[src/rtl/midi_uart_rx.sv]
// -----------------------------------------------------------------------------
// midi_uart_rx
//
// Serial receiver for the MIDI input line (31 250 baud, 8N1, LSB first, idle
// high). Every correctly framed byte is presented on a one-cycle strobe. Bytes
// are not interpreted here: status, data, running-status and real-time bytes
// all pass through unchanged to the downstream MIDI decoder.
//
// Parameters
//   CLOCK_HZ      system clock frequency
//   BAUD          line rate
//   CLKS_PER_BIT  clocks per bit, derived from CLOCK_HZ/BAUD (even, >= 16)
//
// Ports
//   clock_50_000_000  in   single clock for all state
//   reset_l           in   asynchronous active-low reset
//   rx                in   raw serial line, asynchronous, idle high
//   data_out          out  [7:0] last good byte, held until the next good byte
//   data_out_ready    out  one-cycle strobe, data_out valid in the same cycle
//   framing_error     out  one-cycle strobe when the stop bit samples low
//
// Handshake: data_out_ready is a valid-only strobe with no ready/backpressure
// path. A byte is transferred in exactly the cycle data_out_ready is high; the
// consumer must accept one byte per frame time (10 bit periods).
// -----------------------------------------------------------------------------
module midi_uart_rx #(
    parameter int CLOCK_HZ     = 50_000_000,
    parameter int BAUD         = 31_250,
    parameter int CLKS_PER_BIT = CLOCK_HZ / BAUD
) (
    input  logic       clock_50_000_000,
    input  logic       reset_l,
    input  logic       rx,
    output logic [7:0] data_out,
    output logic       data_out_ready,
    output logic       framing_error
);

    localparam int CNT_W = $clog2(CLKS_PER_BIT);
    localparam logic [CNT_W-1:0] CNT_LAST = CNT_W'(CLKS_PER_BIT - 1);
    localparam logic [CNT_W-1:0] CNT_HALF = CNT_W'(CLKS_PER_BIT / 2 - 1);

    typedef enum logic [2:0] {
        S_RESYNC,
        S_IDLE,
        S_START,
        S_DATA,
        S_STOP
    } state_t;

    state_t           state, state_nxt;
    logic [CNT_W-1:0] clk_cnt, clk_cnt_nxt;
    logic [2:0]       bit_idx, bit_idx_nxt;
    logic [7:0]       shift, shift_nxt;
    logic [7:0]       data_out_nxt;
    logic             data_out_ready_nxt;
    logic             framing_error_nxt;

    // Two-flop synchronizer; resetting to 1 makes the line look idle.
    logic rx_meta;
    logic rx_s;

    always_ff @(posedge clock_50_000_000 or negedge reset_l) begin
        if (!reset_l) begin
            rx_meta <= 1'b1;
            rx_s    <= 1'b1;
        end else begin
            rx_meta <= rx;
            rx_s    <= rx_meta;
        end
    end

    // State and datapath registers.
    always_ff @(posedge clock_50_000_000 or negedge reset_l) begin
        if (!reset_l) begin
            state          <= S_RESYNC;
            clk_cnt        <= '0;
            bit_idx        <= '0;
            shift          <= '0;
            data_out       <= 8'h00;
            data_out_ready <= 1'b0;
            framing_error  <= 1'b0;
        end else begin
            state          <= state_nxt;
            clk_cnt        <= clk_cnt_nxt;
            bit_idx        <= bit_idx_nxt;
            shift          <= shift_nxt;
            data_out       <= data_out_nxt;
            data_out_ready <= data_out_ready_nxt;
            framing_error  <= framing_error_nxt;
        end
    end

    // Next-state and output logic.
    always_comb begin
        state_nxt          = state;
        clk_cnt_nxt        = clk_cnt;
        bit_idx_nxt        = bit_idx;
        shift_nxt          = shift;
        data_out_nxt       = data_out;
        data_out_ready_nxt = 1'b0;
        framing_error_nxt  = 1'b0;

        case (state)
            // Wait for a full bit period of continuous idle so that a line
            // caught mid-frame (after reset or an error) cannot fake a start.
            S_RESYNC: begin
                if (!rx_s) begin
                    clk_cnt_nxt = '0;
                end else if (clk_cnt == CNT_LAST) begin
                    clk_cnt_nxt = '0;
                    state_nxt   = S_IDLE;
                end else begin
                    clk_cnt_nxt = clk_cnt + CNT_W'(1);
                end
            end

            S_IDLE: begin
                if (!rx_s) begin
                    clk_cnt_nxt = '0;
                    state_nxt   = S_START;
                end
            end

            // Re-check the start bit at its middle; a high sample means the
            // falling edge was a glitch and is dropped silently.
            S_START: begin
                if (clk_cnt == CNT_HALF) begin
                    clk_cnt_nxt = '0;
                    bit_idx_nxt = '0;
                    state_nxt   = rx_s ? S_IDLE : S_DATA;
                end else begin
                    clk_cnt_nxt = clk_cnt + CNT_W'(1);
                end
            end

            // From the start-bit middle, every full bit period lands on the
            // middle of the next bit.
            S_DATA: begin
                if (clk_cnt == CNT_LAST) begin
                    clk_cnt_nxt = '0;
                    shift_nxt   = {rx_s, shift[7:1]};
                    if (bit_idx == 3'd7) begin
                        state_nxt = S_STOP;
                    end else begin
                        bit_idx_nxt = bit_idx + 3'd1;
                    end
                end else begin
                    clk_cnt_nxt = clk_cnt + CNT_W'(1);
                end
            end

            // Leaving at mid-stop-bit leaves half a bit of slack to catch a
            // back-to-back start edge.
            S_STOP: begin
                if (clk_cnt == CNT_LAST) begin
                    clk_cnt_nxt = '0;
                    if (rx_s) begin
                        data_out_nxt       = shift;
                        data_out_ready_nxt = 1'b1;
                        state_nxt          = S_IDLE;
                    end else begin
                        framing_error_nxt  = 1'b1;
                        state_nxt          = S_RESYNC;
                    end
                end else begin
                    clk_cnt_nxt = clk_cnt + CNT_W'(1);
                end
            end

            default: begin
                clk_cnt_nxt = '0;
                state_nxt   = S_RESYNC;
            end
        endcase
    end

endmodule
[config.mk]
export PLATFORM = sky130hd
export DESIGN_NAME = midi_uart_rx
export DESIGN_NICKNAME = d
export VERILOG_FILES = /design/src/rtl/midi_uart_rx.sv
export SDC_FILE = /design/constraint.sdc
export NUM_CORES = 1
export LEC_CHECK = 0
export BUFFER_PORTS_ARGS = -buffer_cell sky130_fd_sc_hd__buf_2
export CAP_MARGIN = 30
export CORE_AREA = 2 2 66 56
export CTS_CLUSTER_SIZE = 40
export DETAILED_ROUTE_END_ITERATION = 6
export DIE_AREA = 0 0 68 58
export GPL_TIMING_DRIVEN = 0
export PLACE_DENSITY = 0.88
export RECOVER_POWER = 100
export SLEW_MARGIN = 10
export SYNTH_ARGS = -nofsm -noshare
export SYNTH_HDL_FRONTEND = slang
export SYNTH_SLANG_ARGS = --single-unit
[constraint.sdc]
create_clock -name clock_50_000_000 -period 2.25 [get_ports clock_50_000_000]
set_input_delay 0.1125 -clock clock_50_000_000 [delete_from_list [all_inputs] [get_ports clock_50_000_000]]
set_output_delay 0.1125 -clock clock_50_000_000 [all_outputs]
set_load 0.01 [all_outputs]
==> impl_metrics.toml <==
[clocking]
clockBufferDepth = 2
clk_pin_slew_ns = 0.07
cts-root-buf = "clkbuf_8"
clk_latency_ns = 0.29
cts_made_buffers = 5
cts_sinks = 37
htreeDepth = 2
tritoncts = "done"
post_cts_resized = 0

[sta]
setup_tns_ns = 0
clock_skew_ns = 0.00824
max_freq_ghz = 0.471
grt_setup_unrepaired = "false"
tightest_slew_ns = 0.886
setup_ws_ns = 0.128
finalSetupViolations = 0
fin_crit_sh_pct = 94.3
hold_viol_final = 0
relSlewSlack_pct = 41.0
slew_violations = 0
fin_crit_ns = 2.12

[worst_setup_path]
rrSetupSlack_ns = 0.13
crit_fanout = 9
required_ns = 2.42
critical_path_class = "reg2reg"
critPathLaunchType = "flip-flop"
crit_arrival_ns = 2.29
reg2reg_from = "clk_cnt[0]$_DFFE_PN0N_"
reg2reg_to = "data_out[5]$_DFFE_PN0P_"
reg2reg_depth = 6
cp_cell_sequence = "ha_1 -> and3_2 -> nand4_4 -> or3_1 -> buf_4 -> mux2_1"
end_kind = "flip-flop"
slowest_stage = "dfrtp_1"
cp_slowest_stage_delay_ns = 0.41

[finish]
final_nets = 190
fill_cells = 259
n_antenna_cell = 0
area_growth_syn_to_layout_pct = 9.87
layout-drive-gt1-share_pct = 18.9

[place]
hpwl_um = 2570
pre_cts_slack_ns = 0.190
io_buffers = 12
place_congestion = 0.836

[grt]
grt_overflow = 0
grt_max_degree = 38
grt_pass1_vias = 1391
grt_pass1_wl_um = 6380
antenna_found_initial = 0
grt_usage_pct = 22.1

[logic_synthesis]
synth_top_area_share_pct = 47.3
syn_inst = 163
synth_cell_type_count = 44
synth_area_leaders = "dfrtp_1 47%, mux2_4 6.5%, mux2_2 4.9%"
synthTopCellsByCount = "35 x dfrtp_1, 16 x nand2_1, 13 x o21ai_0"
ys_async_sr_fraction_pct = 100
synth.largest_area_cell = "dfrtp_1"
synth_most_common_cell = "dfrtp_1"
seq_area_frac_synth_pct = 50.2
ys_warn_count = 0
synth_edf_count = 0
synth_area_sq_mm = 0.00185
synth_nets = 169
syn_avg_cell_area_sq_um = 11.4
synthFlopType = "dfrtp_1"
ys_ff_latch = 37

[floorplanning]
dieArea_sq_mm = 0.00394
die_h_um = 58
initial_core_util_pct = 56.4
die_w_um = 68
placementRows = 19
coreArea_sq_mm = 0.00328
ios = 13

[pwr]
power_density_mw_per_mm2 = 641
vdd_drop_max_mv = 0.425
leakage_nw = 1.03

[worst_hold_path]
hp-class = "reg2reg"
worstHoldPathCells = 0
hp-start = "rx_meta$_DFF_PN1_"
holdPathEnd = "rx_s$_DFF_PN1_"

[route]
antenna_left = 0
num_vias = 1340
avgRoutedWirePerCell_um = 16.2
wirelength_um = 3680
drt-pass1-iter-count = 4
vias_per_cell = 5.90
remaining_drc_errors = 0
drt-initial-drc-count = 133

[run]
maxCapViolations = 0

[status]
status = "complete, no violations"
[critical path, delay by kind of cell, from the launching register on]
kind / cells / cell delay, ns
multiplexers: 1 / 0.32
flip-flops: 1 / 0.41
adder cells (fa/ha/maj): 1 / 0.29
AND/OR/NAND/NOR: 3 / 0.80
buffers and inverters: 1 / 0.19
[metal layers]
metal,global-route usage (%),vias to the layer above,part of all wire (%)
met4,12.0,0,3.0
met5,0,-,0
met1,27.3,643,43
met2,36.1,52,50
met3,4.66,14,3.9
li1,-,631,-
[cell type report]
type / count / area, sq um / share of cell area, %
inverter: 7 / 26.3 / 1.29
tap: 42 / 52.6 / 2.58
multi-input combinational: 114 / 837 / 41.2
sequential: 37 / 928 / 45.7
buffer: 5 / 31.3 / 1.54
timing repair buffer: 14 / 67.6 / 3.32
clock buffer: 8 / 90.1 / 4.43
[metrics by stage]
step	total power [mW]	utilization, %	hold slack, ns	std cells	area [sq um]
after floorplan	0.798	-	-0.183	163	1850
after global placement	0.823	59.8	0.218	217	1960
after detailed placement	0.837	59.8	0.220	217	1960
after CTS	1.30	63.2	0.359	227	2070
after global routing	1.35	62.0	0.362	227	2030
final	1.30	62.0	0.356	227	2030
[flip-flops by register name, indices dropped and copies added, names as in the netlist]
name,count
data_out_ready,1
rx_s,1
bit_idx,3
clk_cnt,11
shift,8
state,3
data_out,8
framing_error,1
rx_meta,1
[worst max-delay path by stage]
| stage | from | endpoint | slack (ns) | cells after the start |
|---|---|---|---|---|
| after global placement | clk_cnt[0]$_DFFE_PN0N_ | data_out[6]$_DFFE_PN0P_ | 0.26 | 6 |
| after floorplan | clk_cnt[0]$_DFFE_PN0N_ | data_out[0]$_DFFE_PN0P_ | 0.36 | 6 |
| after global routing | clk_cnt[0]$_DFFE_PN0N_ | data_out[5]$_DFFE_PN0P_ | 0.02 | 6 |
| after detailed placement | clk_cnt[0]$_DFFE_PN0N_ | data_out[0]$_DFFE_PN0P_ | 0.19 | 6 |
| after CTS | clk_cnt[0]$_DFFE_PN0N_ | data_out[0]$_DFFE_PN0P_ | 0.18 | 6 |
| final | clk_cnt[0]$_DFFE_PN0N_ | data_out[5]$_DFFE_PN0P_ | 0.13 | 6 |
[layout by cell type, fill, tap and decap left out, types with 2 or more instances in the layout]
cell type      count
a21o_1             8
dfrtp_1           35
inv_1              7
and2b_1            2
mux2_2             8
o21ai_0           14
nor4_1             2
nand2_1           16
clkbuf_2           2
nor3_1             5
o31ai_1            2
clkbuf_1          14
and3_1             3
nand3_1            3
a21oi_1            4
nand4_1            3
nor2_1             4
ha_1               3
dfstp_2            2
nor3b_1            6
mux2_1             4
mux2i_1            2
mux2_4             4
and3_2             2
clkbuf_8           6
dlygate4sd3_1      2
[what timing repair did]
item	CTS	global route
setup buffers	0	0
hold endpoints to repair	36	0
hold buffers	2	0
[cell families after synthesis]
family / after synthesis / share of synthesized area [%]
AOI/OAI and AO/OA: 36 / 13.3
xor gates and xnor gates: 1 / 0.473
adders and majority gates: 3 / 2.03
buffers and inverters: 12 / 3.38
DFF: 37 / 50.2
muxes: 18 / 12.4
and+or+nand+nor: 56 / 18.3
[report_power, final]
| group | internal [mW] | switching [mW] |
|---|---|---|
| clock network | 0.250 | 0.225 |
| logic | 0.0424 | 0.0534 |
| registers | 0.693 | 0.0399 |
(Power assumes the default switching activity.)
